File: src/rtl/nibble_serial_adder_if.sv
// ============================================================================
// Module   : nibble_serial_adder_if
// Purpose  : Request/result bundle between the operand registers and the
//            nibble-serial adder/subtractor.
// Revision : 1.0 - initial release
// ============================================================================
`default_nettype none

interface nibble_serial_adder_if #(
    parameter int WIDTH = 32
);
    logic             start;
    logic             op_sub;
    logic [WIDTH-1:0] a;
    logic [WIDTH-1:0] b;
    logic             ci;
    logic             busy;
    logic             done;
    logic [WIDTH-1:0] s;
    logic             co;
    logic             ovf;

    modport master (
        output start, op_sub, a, b, ci,
        input  busy, done, s, co, ovf
    );

    modport slave (
        input  start, op_sub, a, b, ci,
        output busy, done, s, co, ovf
    );
endinterface

`default_nettype wire

File: src/rtl/nibble_serial_adder.sv
// ============================================================================
// Module   : nibble_serial_adder
// Purpose  : WIDTH-bit add/subtract, one nibble per clock through a 4-bit
//            carry-lookahead slice with a registered inter-nibble carry.
// Revision : 1.0 - initial release
// ============================================================================
`default_nettype none

module nibble_serial_adder #(
    parameter int WIDTH = 32
) (
    input  logic                 clk,
    input  logic                 reset,
    nibble_serial_adder_if.slave bus
);

    localparam int N     = WIDTH / 4;
    localparam int IDX_W = (N > 1) ? $clog2(N) : 1;
    localparam logic [IDX_W-1:0] C_LAST_IDX = IDX_W'(N - 1);

    typedef enum logic [1:0] {
        ST_IDLE = 2'd0,
        ST_RUN  = 2'd1,
        ST_DONE = 2'd2
    } state_t;

    state_t             r_state;
    state_t             w_state_next;
    logic               w_accept;
    logic               w_last;

    logic [WIDTH-1:0]   r_a;
    logic [WIDTH-1:0]   r_b;
    logic               r_carry;
    logic [IDX_W-1:0]   r_idx;
    logic [WIDTH-1:0]   r_s;
    logic               r_co;
    logic               r_ovf;

    logic [IDX_W+1:0]   w_base;
    logic [3:0]         w_na;
    logic [3:0]         w_nb;
    logic [3:0]         w_g;
    logic [3:0]         w_p;
    logic [3:0]         w_c;
    logic               w_co;
    logic [3:0]         w_sum;

    assign w_last = (r_idx == C_LAST_IDX);

    // Start is only honoured from IDLE or DONE; during RUN it is dropped.
    always_comb begin
        w_state_next = r_state;
        w_accept     = 1'b0;
        case (r_state)
            ST_IDLE: begin
                if (bus.start) begin
                    w_accept     = 1'b1;
                    w_state_next = ST_RUN;
                end
            end
            ST_RUN: begin
                if (w_last) begin
                    w_state_next = ST_DONE;
                end
            end
            ST_DONE: begin
                if (bus.start) begin
                    w_accept     = 1'b1;
                    w_state_next = ST_RUN;
                end else begin
                    w_state_next = ST_IDLE;
                end
            end
            default: w_state_next = ST_IDLE;
        endcase
    end

    always_ff @(posedge clk) begin
        if (reset) begin
            r_state <= ST_IDLE;
        end else begin
            r_state <= w_state_next;
        end
    end

    // Carry-lookahead slice for the current nibble.
    always_comb begin
        w_base = {r_idx, 2'b00};
        w_na   = r_a[w_base +: 4];
        w_nb   = r_b[w_base +: 4];
        w_g    = w_na & w_nb;
        w_p    = w_na | w_nb;
        w_c[0] = r_carry;
        w_c[1] = w_g[0] | (w_p[0] & r_carry);
        w_c[2] = w_g[1] | (w_p[1] & w_g[0]) | (w_p[1] & w_p[0] & r_carry);
        w_c[3] = w_g[2] | (w_p[2] & w_g[1]) | (w_p[2] & w_p[1] & w_g[0])
               | (w_p[2] & w_p[1] & w_p[0] & r_carry);
        w_co   = w_g[3] | (w_p[3] & w_g[2]) | (w_p[3] & w_p[2] & w_g[1])
               | (w_p[3] & w_p[2] & w_p[1] & w_g[0])
               | (w_p[3] & w_p[2] & w_p[1] & w_p[0] & r_carry);
        w_sum  = w_na ^ w_nb ^ w_c;
    end

    always_ff @(posedge clk) begin
        if (reset) begin
            r_a     <= '0;
            r_b     <= '0;
            r_carry <= 1'b0;
            r_idx   <= '0;
            r_s     <= '0;
            r_co    <= 1'b0;
            r_ovf   <= 1'b0;
        end else if (w_accept) begin
            // Subtraction becomes a + ~b + 1; ci is ignored in that case.
            r_a     <= bus.a;
            r_b     <= bus.b ^ {WIDTH{bus.op_sub}};
            r_carry <= bus.op_sub | bus.ci;
            r_idx   <= '0;
            r_s     <= '0;
            r_co    <= 1'b0;
            r_ovf   <= 1'b0;
        end else if (r_state == ST_RUN) begin
            r_s[w_base +: 4] <= w_sum;
            r_carry          <= w_co;
            if (w_last) begin
                r_idx <= '0;
                r_co  <= w_co;
                r_ovf <= w_c[3] ^ w_co;
            end else begin
                r_idx <= r_idx + 1'b1;
            end
        end
    end

    assign bus.busy = (r_state == ST_RUN);
    assign bus.done = (r_state == ST_DONE);
    assign bus.s    = r_s;
    assign bus.co   = r_co;
    assign bus.ovf  = r_ovf;

endmodule

`default_nettype wire
File: src/flat_wrapper.sv
// flat-port wrapper written by rule: the top's interface ports become plain ports
module nibble_serial_adder_flat 
#(
    parameter int WIDTH = 32
)
  (clk, reset, bus_start, bus_op_sub, bus_a, bus_b, bus_ci, bus_busy, bus_done, bus_s, bus_co, bus_ovf);
  nibble_serial_adder_if #(.WIDTH(WIDTH)) bus_i ();
  input  logic clk;
  input  logic reset;
  input wire logic [$bits(bus_i.start)-1:0] bus_start;
  input wire logic [$bits(bus_i.op_sub)-1:0] bus_op_sub;
  input wire logic [$bits(bus_i.a)-1:0] bus_a;
  input wire logic [$bits(bus_i.b)-1:0] bus_b;
  input wire logic [$bits(bus_i.ci)-1:0] bus_ci;
  output wire logic [$bits(bus_i.busy)-1:0] bus_busy;
  output wire logic [$bits(bus_i.done)-1:0] bus_done;
  output wire logic [$bits(bus_i.s)-1:0] bus_s;
  output wire logic [$bits(bus_i.co)-1:0] bus_co;
  output wire logic [$bits(bus_i.ovf)-1:0] bus_ovf;
  assign bus_i.start = bus_start;
  assign bus_i.op_sub = bus_op_sub;
  assign bus_i.a = bus_a;
  assign bus_i.b = bus_b;
  assign bus_i.ci = bus_ci;
  assign bus_busy = bus_i.busy;
  assign bus_done = bus_i.done;
  assign bus_s = bus_i.s;
  assign bus_co = bus_i.co;
  assign bus_ovf = bus_i.ovf;
  nibble_serial_adder #(.WIDTH(WIDTH)) u_core (.clk(clk), .reset(reset), .bus(bus_i));
endmodule
File: config.mk
export PLATFORM = sky130hd
export DESIGN_NAME = nibble_serial_adder_flat
export DESIGN_NICKNAME = d
export VERILOG_FILES = /design/src/rtl/nibble_serial_adder_if.sv /design/src/rtl/nibble_serial_adder.sv /design/src/flat_wrapper.sv
export SDC_FILE = /design/constraint.sdc
export NUM_CORES = 1
export LEC_CHECK = 0
export BUFFER_PORTS_ARGS = -buffer_cell sky130_fd_sc_hd__buf_2
export CORE_MARGIN = 2
export CORE_UTILIZATION = 49
export DETAILED_ROUTE_END_ITERATION = 7
export PLACE_DENSITY = 0.86
export SLEW_MARGIN = 0
export SYNTH_ARGS = -nofsm -noshare
export SYNTH_HDL_FRONTEND = slang
export SYNTH_SLANG_ARGS = --single-unit
File: constraint.sdc
create_clock -name clk -period 2.58 [get_ports clk]
set_clock_uncertainty 0.15 [all_clocks]
set_input_delay 0.516 -clock clk [delete_from_list [all_inputs] [get_ports clk]]
set_output_delay 0.516 -clock clk [all_outputs]
set_load 0.01 [all_outputs]
; ---- After elaboration in Yosys (flattened, before gate mapping)
; Index checks and enable logic that the tools add are counted.
[classes]
addsub = 2
n_eq_ne = 5
shift = 4
mux = 10
n_bitwise = 33
n_reduce_logical = 6
[ops]
columns = operator, n
row1 = $shiftx A32 B6 Y4, 2
row2 = $bwmux W32, 1
row3 = $shift A4 B7 Y32 const A, 1
row4 = $shiftx A4 B7 Y32, 1
row5 = $xor A32 B32 Y32, 1
row6 = $and A1 B1 Y1, 16
row7 = $or A1 B1 Y1, 11
row8 = $xor A4 B4 Y4, 2
row9 = $neg A5 Y7, 1
row10 = $pmux W2 S3, 1
row11 = $mux W1, 5
row12 = $and A4 B4 Y4, 1
row13 = $mux W2, 2
row14 = $or A4 B4 Y4, 1
row15 = $reduce_and A2 Y1, 2
row16 = $reduce_or A2 Y1, 2
row17 = $add A3 B1 Y3 const B, 1
row18 = $eq A3 B3 Y1 const B, 1
row19 = $mux W3, 1
row20 = $eq A2 B1 Y1 const B, 1
row21 = $eq A2 B2 Y1 const B, 1
row22 = $logic_not A2 Y1, 1
row23 = $ne A2 B1 Y1 const B, 1
row24 = $ne A2 B2 Y1 const B, 1
row25 = other kinds (2), 2
[totals]
regBits = 104
in_bits = 69
output_inout_bits = 36
word_cells = 68

; ---- Depth between registers and ports, before layout
[logic_depth]
depth_word = 9
ltp_mapped = 11
ltp_nobuf = 9

; ---- Least setup slack after synthesis
; No wires, ideal clock.
[synth_path]
path_type = reg-to-reg
start = register u_core.r_idx[0]
end = register u_core.r_s[11], in the netlist u_core.bus.s[11]
setup_time_ps = 134
arrival_ps = 2442
required_ps = 2296
path_slack_ps = -147
path_stages_with_launch = 11
n_path_buf = 2
synth_period_minus_slack_ps = 2727
cell_sequence = dfxtp_1 -> buf_6 -> buf_12 -> mux4_2 -> nand2_1 -> and2_4 -> inv_2 -> ha_1 -> o311a_4 -> o311ai_4 -> o31ai_1
[synth_between]
elab_chain_cells = 9
elab_cells_between_ends = 25
classes_between = 1 x add/sub / 4 x shift / 1 x mux / 19 x bitwise
[synth_lines]
columns = item, line_no
row1 = start: declaration, nibble_serial_adder.sv:35  ; logic [IDX_W-1:0] r_idx;
row2 = start signal: assignment, nibble_serial_adder.sv:131  ; r_idx <= r_idx + 1'b1;
row3 = $shiftx A32 B6 Y4 (on tied branches), "nibble_serial_adder.sv:90, nibble_serial_adder.sv:91"
row4 = $or A4 B4 Y4 / $and A4 B4 Y4 (equally long branches), "nibble_serial_adder.sv:93, nibble_serial_adder.sv:92"
row5 = $and A1 B1 Y1 (on tied branches), "nibble_serial_adder.sv:97, nibble_serial_adder.sv:98"
row6 = $or A1 B1 Y1 (tied with other cells), nibble_serial_adder.sv:97  ; w_c[3] = w_g[2] | (w_p[2] & w_g[1]) | (w_p[2] & w_p[1] & w_g[0])
row7 = $or A1 B1 Y1 / $and A1 B1 Y1 (equally long branches), "nibble_serial_adder.sv:97, nibble_serial_adder.sv:98"
row8 = $or A1 B1 Y1, nibble_serial_adder.sv:98  ; | (w_p[2] & w_p[1] & w_p[0] & r_carry);
row9 = $xor A4 B4 Y4, nibble_serial_adder.sv:102  ; w_sum = w_na ^ w_nb ^ w_c;
row10 = $shiftx A4 B7 Y32, nibble_serial_adder.sv:124  ; r_s[w_base +: 4] <= w_sum;
row11 = $bwmux W32 *, nibble_serial_adder.sv:124
row12 = end signal: indexed assignment, nibble_serial_adder.sv:124
row13 = end: declaration, nibble_serial_adder.sv:36  ; logic [WIDTH-1:0] r_s;
; Mark *: on every way between the ends. The rest lies on a longest branch, timed or not.
; A chain may end at the register's enable or synchronous reset.

; ---- Worst setup path after layout
[layout_path]
start = register u_core.r_idx[0]
end = register u_core.r_s[3], in the netlist u_core.bus.s[3]
; The elaborated chain is that of the path after synthesis.

==> flow_metrics.tcl <==
set metrics [dict create \
    power-per-cell-area_nw_per_um2 558 \
    ctsHoldBuffers 0 \
    finalNetCount 710 \
    critical_path.endpoint "u_core.bus.s[3]$_SDFFE_PP0P_" \
    outcome "finished, violations left" \
    finalHoldWorstSlack_ps 236 \
    top_cell_type_s_share_of_synthesized_area 0.424 \
    edff_count_synth 0 \
    routed_via_density 5.41 \
    cts.htree.levels 3 \
    antenna_violations_before_repair 1 \
    crit_start "u_core.r_idx[0]$_SDFFE_PP0P_" \
    cts_buffers 9 \
    synth.yosys.warnings 0 \
    route.final.wire_length_um 12100 \
    syn_inst 525 \
    worst_slack_ps -86.8 \
    detailedRoute.firstPassIterationCount 5 \
    tritoncts "yes" \
    clk_transition_reported_paths_ps 100 \
    critical_path.reg2reg.startpoint "u_core.r_idx[0]$_SDFFE_PP0P_" \
    placedCellCount 747 \
    ioPinCount 105 \
    min_period_ps 2670 \
    detailed_route_via_count 4143 \
    postSynthRegisterBits 104 \
    synth_top_cells_by_area "sky130_fd_sc_hd__dfxtp_1 42%, sky130_fd_sc_hd__mux4_2 6.9%, sky130_fd_sc_hd__nand2_1 6.4%, sky130_fd_sc_hd__xnor2_1 5.7%, sky130_fd_sc_hd__a211oi_1 4.9%" \
    dp.final_hpwl_um 8420 \
    syn_nets 607 \
    final-instance-count-excl-fill 766 \
    grt_pass1_vias 4141 \
    critPathMaxFanout 8 \
    post_synth_num_cell_types 52 \
    rows 36 \
    ir_drop_uv 303 \
    maximum_number_of_pins_on_one_net_before_global_route_repair 100 \
    design.die.area_sq_um 10800 \
    syn-mean-instance-area_sq_um 9.36 \
    finalWeightedCongestion 0.781 \
    timing.rr.end "u_core.bus.s[3]$_SDFFE_PP0P_" \
    worst_r2r_path_depth 10 \
    globalRoute.totalOverflow 0 \
    critical_path_arrival_ps 2760 \
    synth-async-reset-ratio 0 \
    seqCellArea_sq_um 2090 \
    routed_wire_length_per_instance_um 15.8 \
    layout-area-overhead-vs-synth_pct 22.9 \
    critical_path.endpoint_type "flip-flop" \
    reg_to_reg_setup_timing_slack_ps -90 \
    fin_util 0.618 \
    die_w_um 104 \
    final_min_period_over_clock_period 1.03 \
    critical_path.startpoint_type "flip-flop" \
    cts-root-to-sink-buffers 2 \
    cts_num_sinks 104 \
    worst_slew_pin_slew_ps 670 \
    initial_utilization 0.503 \
    floorplan.die.height_um 104 \
    timing.hold.worst.class "primary input to flip-flop" \
    placement.io_buffers 104 \
    clk_latency_ps 360 \
    track_usage 0.225 \
    required_ps 2670 \
    violations "setup timing" \
    postRouteAntennaNets 0 \
    antennaDiodeCount 0 \
    slew_violations 0 \
    crit_type "flip-flop to flip-flop" \
    rsz0062_at_grt "true" \
    max_cap_violations 0 \
    multiInputGateArea_sq_um 2740 \
    slew_headroom 0.553 \
    drt_drc_violations_left 0 \
    fillCellCount 780 \
    coreArea_sq_um 9770 \
    wire_length_of_the_first_global_routing_pass_um 19700 \
    mappedNetlistArea_sq_um 4910 \
    synth_sequential_area_ratio 0.424 \
    achievable-frequency_mhz 375 \
    report.final.setup_viol 19 \
    first_iter_violations 244 \
    leakage_nw 2.55 \
    timing_hold_violations_final 0 \
    layout-drive-gt1-share 0.341 \
    yosys.area.top_type "sky130_fd_sc_hd__dfxtp_1" \
    ys_dominant_reg_cell "sky130_fd_sc_hd__dfxtp_1" \
    clock_tree.root_cell "sky130_fd_sc_hd__clkbuf_8" \
]
==> per-layer routing <==
metal  global-route usage  share of wire  up-vias
met5                    0              0        -
met4                0.101          0.025        0
met3               0.0508          0.063       28
met2                0.391           0.51      152
met1                0.265           0.40     1948
li1                     -              -     2015
==> report_power, final <==
group          internal, mW  switching [mW]  leakage (nW)
Sequential             1.69          0.0525         0.852
Combinational         0.292           0.335          1.60
Clock                 0.453           0.550        0.0929
==> cell type report <==
class                   instances  area share
well taps                     133      0.0276
clock inverters                 6      0.0112
flip-flops and latches        104       0.345
repair buffers                132       0.130
inverters                      14      0.0108
multi-input cells             367       0.454
clock buffers                  10      0.0211
==> stage by stage <==
stage	power, mW	worst slack, ps	setup TNS (ps)	cell area (sq um)
global route	3.51	-152	-2820	6040
detailed placement	2.35	-256	-3530	5680
global placement	2.32	-105	-1700	5680
finish	3.37	-86.8	-1160	6040
CTS	3.37	-52.1	-485	5990
floorplan	2.17	-66.3	-408	4990
==> cells by family after synthesis <==
family                     after synthesis  share of synthesized area
AOI/OAI and AO/OA                       98                      0.137
adders and majority gates               13                     0.0346
and+or+nand+nor                        190                      0.180
DFF                                    104                      0.424
muxes                                   33                      0.109
buffers and inverters                   54                     0.0568
xor gates and xnor gates                33                     0.0588
==> worst max-delay path, stage by stage, from the launching register on <==
cell and delay, ps:
sky130_fd_sc_hd__dfxtp_4 420, sky130_fd_sc_hd__buf_12 140, sky130_fd_sc_hd__mux4_2 490, sky130_fd_sc_hd__nand2_1 90, sky130_fd_sc_hd__and2_4 180, sky130_fd_sc_hd__ha_4 140
sky130_fd_sc_hd__nor2b_4 50, sky130_fd_sc_hd__o311a_4 390, sky130_fd_sc_hd__o311ai_4 230, sky130_fd_sc_hd__buf_6 190, sky130_fd_sc_hd__o31ai_1 70
==> placed cells by master (no fill, tap or decap), types with 9 or more instances in the layout <==
cell type / count
sky130_fd_sc_hd__buf_2: 104
sky130_fd_sc_hd__o21ai_0: 11
sky130_fd_sc_hd__a21oi_1: 36
sky130_fd_sc_hd__nor2_1: 54
sky130_fd_sc_hd__dfxtp_1: 103
sky130_fd_sc_hd__xnor2_1: 32
sky130_fd_sc_hd__a211oi_1: 32
sky130_fd_sc_hd__mux2i_1: 17
sky130_fd_sc_hd__nand3_1: 16
sky130_fd_sc_hd__mux4_2: 15
sky130_fd_sc_hd__nand2_1: 81
sky130_fd_sc_hd__and2_4: 9
sky130_fd_sc_hd__buf_4: 21
sky130_fd_sc_hd__clkbuf_8: 9
==> registers in the layout, summed over array words and instances, names as in the netlist <==
signal	count
u_core.r_a	32
u_core.r_idx	3
u_core.bus.s	32
u_core.r_state	2
u_core.bus.ovf	1
u_core.r_b	32
u_core.bus.co	1
u_core.r_carry	1
==> how the worst min path moves through the flow <==
stage	from	slack [ps]	endpoint	cells after the start
floorplan	u_core.r_a[10]$_SDFFE_PP0P_	280	u_core.r_a[10]$_SDFFE_PP0P_	2
global placement	u_core.r_a[11]$_SDFFE_PP0P_	290	u_core.r_a[11]$_SDFFE_PP0P_	2
detailed placement	u_core.r_a[3]$_SDFFE_PP0P_	300	u_core.r_a[3]$_SDFFE_PP0P_	2
CTS	bus_a[26]	220	u_core.r_a[26]$_SDFFE_PP0P_	3
global route	bus_a[18]	230	u_core.r_a[18]$_SDFFE_PP0P_	3
finish	bus_a[7]	240	u_core.r_a[7]$_SDFFE_PP0P_	3
==> Yosys cell counts (4+ instances only) <==
master and instances:
sky130_fd_sc_hd__nand2b_1 4, sky130_fd_sc_hd__buf_1 9, sky130_fd_sc_hd__mux2i_1 17, sky130_fd_sc_hd__o31ai_1 8, sky130_fd_sc_hd__nor2_1 54, sky130_fd_sc_hd__nor2b_1 4
sky130_fd_sc_hd__a21oi_1 36, sky130_fd_sc_hd__and2_4 8, sky130_fd_sc_hd__dfxtp_1 104, sky130_fd_sc_hd__mux4_2 15, sky130_fd_sc_hd__o21ai_0 11, sky130_fd_sc_hd__xnor2_1 32
sky130_fd_sc_hd__a211oi_1 32, sky130_fd_sc_hd__nand3_1 18, sky130_fd_sc_hd__inv_1 5, sky130_fd_sc_hd__nand2_1 84, sky130_fd_sc_hd__inv_2 7, sky130_fd_sc_hd__clkbuf_1 11
sky130_fd_sc_hd__buf_2 13, sky130_fd_sc_hd__ha_1 12
==> what timing repair did <==
action	CTS	global route
pin swaps	7	3
buffers inserted	2	1
setup endpoints to repair	28	34
gates resized for setup	20	8
No activity file was read; power rests on OpenSTA's default activity.
